### src/rtl/sync_fifo.sv
// sync_fifo: show-ahead synchronous FIFO with registered count-derived status flags
module sync_fifo #(
  parameter int DBITS = 8,
  parameter int SIZE = 4,
  parameter int AMARGIN = 4
) (
  input  logic             clk,
  input  logic             reset,
  input  logic [DBITS-1:0] din,
  input  logic             wr,
  input  logic             rd,
  output logic [DBITS-1:0] dout,
  output logic             full,
  output logic             empty,
  output logic             half_full,
  output logic             almost_full,
  output logic             almost_empty
);
  localparam int DEPTH = 2 ** SIZE;
  logic [DBITS-1:0] mem [DEPTH];
  logic [SIZE-1:0] rptr, wptr;
  logic [SIZE:0] count;
  logic do_wr, do_rd;
  always_comb begin
    do_wr = wr && !full;
    do_rd = rd && !empty;
    dout = mem[rptr];
    full = count == (SIZE+1)'(DEPTH);
    empty = count == '0;
    half_full = count >= (SIZE+1)'(DEPTH / 2);
    almost_full = count >= (SIZE+1)'(DEPTH - AMARGIN);
    almost_empty = count <= (SIZE+1)'(AMARGIN);
  end
  always_ff @(posedge clk)
    if (do_wr) mem[wptr] <= din;
  always_ff @(posedge clk) begin
    if (reset) begin
      rptr <= '0;
      wptr <= '0;
      count <= '0;
    end else begin
      if (do_wr) wptr <= wptr + 1'b1;
      if (do_rd) rptr <= rptr + 1'b1;
      count <= (do_wr && !do_rd) ? count + 1'b1 : (do_rd && !do_wr) ? count - 1'b1 : count;
    end
  end
endmodule

### config.mk
export PLATFORM = sky130hd
export DESIGN_NAME = sync_fifo
export DESIGN_NICKNAME = d
export VERILOG_FILES = /design/src/rtl/sync_fifo.sv
export SDC_FILE = /design/constraint.sdc
export NUM_CORES = 1
export LEC_CHECK = 0
export ABC_AREA = 1
export CAP_MARGIN = 20
export CORE_MARGIN = 2
export CORE_UTILIZATION = 30
export CTS_CLUSTER_SIZE = 12
export DETAILED_ROUTE_END_ITERATION = 8
export HOLD_SLACK_MARGIN = 0.03
export SETUP_SLACK_MARGIN = 0.02
export SYNTH_ARGS = -nofsm -noshare
export SYNTH_HDL_FRONTEND = slang
export SYNTH_SLANG_ARGS = --single-unit
### constraint.sdc
create_clock -name clk -period 2.6 [get_ports clk]
set_input_delay 0.65 -clock clk [delete_from_list [all_inputs] [get_ports clk]]
set_output_delay 0.65 -clock clk [all_outputs]
set_load 0.005 [all_outputs]
==> results of run 1 <==
kinds of logic after synthesis:
kind of cell / synth area share, %
simple gates: 22.6
flops: 64.2
buf+inv: 9.73
compound gates: 0.921
fa+ha+maj: 2.03
xor+xnor: 0.537
through the flow:
| stage | util, % | setup TNS, ps |
|---|---|---|
| finish | 37.5 | 0 |
| global route | 37.5 | -1.38 |
| CTS | 37.3 | 0 |
| detailed placement | 34.1 | 0 |
| global placement | 34.1 | 0 |
| floorplan | - | 0 |
power by group through the flow:
stage	logic [µW]	clock network, µW	registers (µW)
finish	1920	2450	2770
global route	2180	2590	2790
CTS	1910	2480	2770
detailed placement	1890	0	2800
global placement	1880	0	2800
floorplan	1260	0	2770
state kept, by name, summed over array words and instances, names as in the netlist, named ones only:
| name | cells |
|---|---|
| count | 5 |
| wptr | 4 |
| rptr | 4 |
| mem | 128 |
final timing paths:
check                                end  slack (ps)  cells past startpoint
worst min register to register   wptr[2]         530                      2
worst min-delay path             wptr[2]         530                      2
worst max-delay path             dout[4]         120                      8
worst max register to register  count[4]         420                     12
worst max-delay path, stage by stage (launching register included):
cell and delay (ps):
dfxtp_4 400, inv_8 120, buf_12 180, nand2_1 70, nand3_1 70, nand3_1 100, nand3_1 100, nand2_1 80
dlygate4sd2_1 270
per-layer routing:
layer | share of wire [%] | GRT usage (%)
met1 | 46 | 18.2
met2 | 46 | 21.3
met3 | 5.9 | 3.67
met4 | 2.1 | 4.95
met5 | 0 | 0
what timing repair did:
item | CTS | global route
setup endpoints to repair | 8 | 1
setup buffers | 2 | 0
gates resized for setup | 30 | 0
gates cloned | 0 | 1
hold buffers | 0 | 0
pin swaps | 2 | 0
synthesized netlist by cell type, types with 2 or more instances:
master,number
buf_4,5
buf_2,12
nand2_2,6
xor2_1,4
buf_6,4
edfxtp_1,128
clkbuf_8,3
inv_2,4
ha_1,9
dfxtp_1,17
nor2_1,38
inv_1,116
o21ai_0,6
nand3_1,106
a21oi_1,6
nand3_2,2
nand2_1,192
area by class of cell:
type | count | area (µm²) | share of cell area (%)
sequential | 145 | 4190 | 52.9
multi-input combinational | 373 | 1720 | 21.7
timing repair buffer | 62 | 617 | 7.79
inverter | 120 | 464 | 5.86
clock buffer | 20 | 437 | 5.51
tap | 275 | 344 | 4.34
clock inverter | 12 | 156 | 1.97
==> impl.org, run 1 <==
** Job
- Number of max-cap violations :: 0

** Drt
- The first detailed-routing pass ran for 4 iterations.
- Via/cell ratio :: 4.44
- The detail route stage leaves a number of antenna-violating nets equal to 0.
- Residual DRC :: 0
- Overall via count from detail_route :: 4473
- WL/cell :: 14.5 µm
- In this run, the number of DRC markers left after iteration 0 of detailed routing was 288.
- Final wirelength :: 14600 µm

** Worst hold path
- The min-delay analysis places its worst path in the category flip-flop to flip-flop.
- Hold path startpoint :: wptr[2]

** Pwr
- Clock Power Share :: 34.3%
- For this design the total switching power over the nets is 2160 µW.
- Power Total :: 7140 µW
- Internal power :: 4980 µW
- In this run the static leakage power is 0.00342 µW.
- In this run, the combinational gates consume 26.9% of the power.
- Sequential cell fraction of total power :: 38.8%
- Share of total power consumed by net switching :: 30.3%
- For this design the ratio of total power to cell area is 902 nW/µm².
- VDD IR max :: 571 µV

** Critical path
- Along the worst path, the maximum fanout reaches 25.
- STA classifies the critical path endpoint as an output port.
- Data on the critical path is required at its endpoint by 1950 ps.
- In this run the critical register-to-register path is launched from count[0].
- The worst setup path is launched from a flip-flop.
- Data on the critical path arrives at its endpoint at 1830 ps.
- By startpoint and endpoint, the worst setup path is classified as flip-flop to output port.

** Floorplan
- Starting density of the core :: 30.8%
- Die Ht :: 151 µm
- Num rows :: 53
- Core ar. :: 21200 µm²
- Die Footprint :: 22900 µm²
- Measured along the x axis, the die boundary spans 151 µm.
- Number of top-level pins :: 25

** STA
- For this run, the top clock speed supported by timing is 0.403 GHz.
- The worst pin sits at a relative slew slack of 54.5%.
- The final number of hold-violating endpoints came to 0.
- Slew at the pin with the worst max-slew slack :: 680 ps
- Setup violations remaining at the end of the flow were counted as 0.
- Final hold analysis gives a worst-case slack of 529 ps.
- Worst Clk Skew :: 7.51 ps
- Post-layout minimum cycle time :: 2480 ps
- Smallest setup slack after layout :: 116 ps
- Final Max Tran Viols :: 0
- After layout, the worst path uses 95.5% of the clock period.
- Unrepaired setup endpoints after global routing :: true

** Outcome
- Run status :: complete, no violations

** Yosys
- Summed instance area of the synthesized netlist :: 6520 µm²
- Number of distinct library cells after synthesis :: 21
- Sorting the synthesized cells by area gives the leading types as edfxtp_1 (59%), nand2_1 (11%), nand3_1 (8.1%).
- Top FF cell, synth :: edfxtp_1
- Top cell type's share of synthesized area :: 58.9%
- After synthesis, flip-flops and latches occupy 64.2% of the total area.
- Counting flops with a built-in enable in the synthesized netlist gives 128.
- In the synthesized netlist, the number of instances is 662.
- Of all cell types, the one taking the most synthesized area is edfxtp_1.
- In this run, synthesis produced a sequential element count of 145.
- After synthesis, the mean cell area works out to 9.85 µm².
- When the netlist entered floorplanning its net count stood at 684.
- For this run, the number of Yosys warnings is 0.
- Of all flip-flops after synthesis, the portion carrying an async set or reset was 0%.

** Clock tree
- Buffers inserted during clock tree synthesis total 17.
- CTS saw 145 sinks.
- No sink is reached through more buffers than the 2 on the longest clock path.
- The H-tree generated during clock tree synthesis spans 4 levels.
- TritonCTS built the clock tree.
- Clock slew seen by the registers of the worst setup and hold paths :: 60 ps
- In this run the clock root is driven by a clkbuf_16.
- Clock latency at the later pin of the worst-skew pair :: 420 ps

** GRT
- Initial antenna violation count :: 0
- Global routing consumed, over all layers together, 13.6% of the routing resources.
- Global-route wire length before repair :: 22700 µm
- For this run the aggregate overflow at the end of global routing stands at 0.
- Number of global-route vias before repair :: 4167
- Maximum number of pins on one net before global-route repair :: 37

** Cells and area
- Cells with a size suffix above 1 make up 12.0% of the layout.
- Final design instance area without fill :: 7920 µm²
- Final-stage net count :: 741
- Antenna cell count :: 0
- Most common cell after layout, fill and taps aside :: nand2_1
- Area growth from synthesis to layout :: 21.5%
- Number of fill cells in the layout :: 2047
- The library cells used most frequently in the layout, excluding fill and tap cells, are nand2_1 (191), edfxtp_1 (128), inv_1 (115), nand3_1 (104), nor2_1 (38).
- Excluding fillers, the count of instances in the completed layout stands at 1007.

** Placement
- Number of port buffers :: 24
- After detailed placement, the total cell area comes to 7210 µm².
- Pre-CTS worst setup slack :: 18.7 ps
- Once detailed placement completed, the half-perimeter wirelength came to 9310 µm.
- DP Cell Count :: 972
- GP Congestion :: 0.755
Power figures use the tool's default switching activity.
==> inputs of run 2 (changes only) <==
CTS_CLUSTER_SIZE = unset   (was 12)
==> results of run 2 <==
Same layout as run 1: the final DEF is identical, and so are final timing and power.
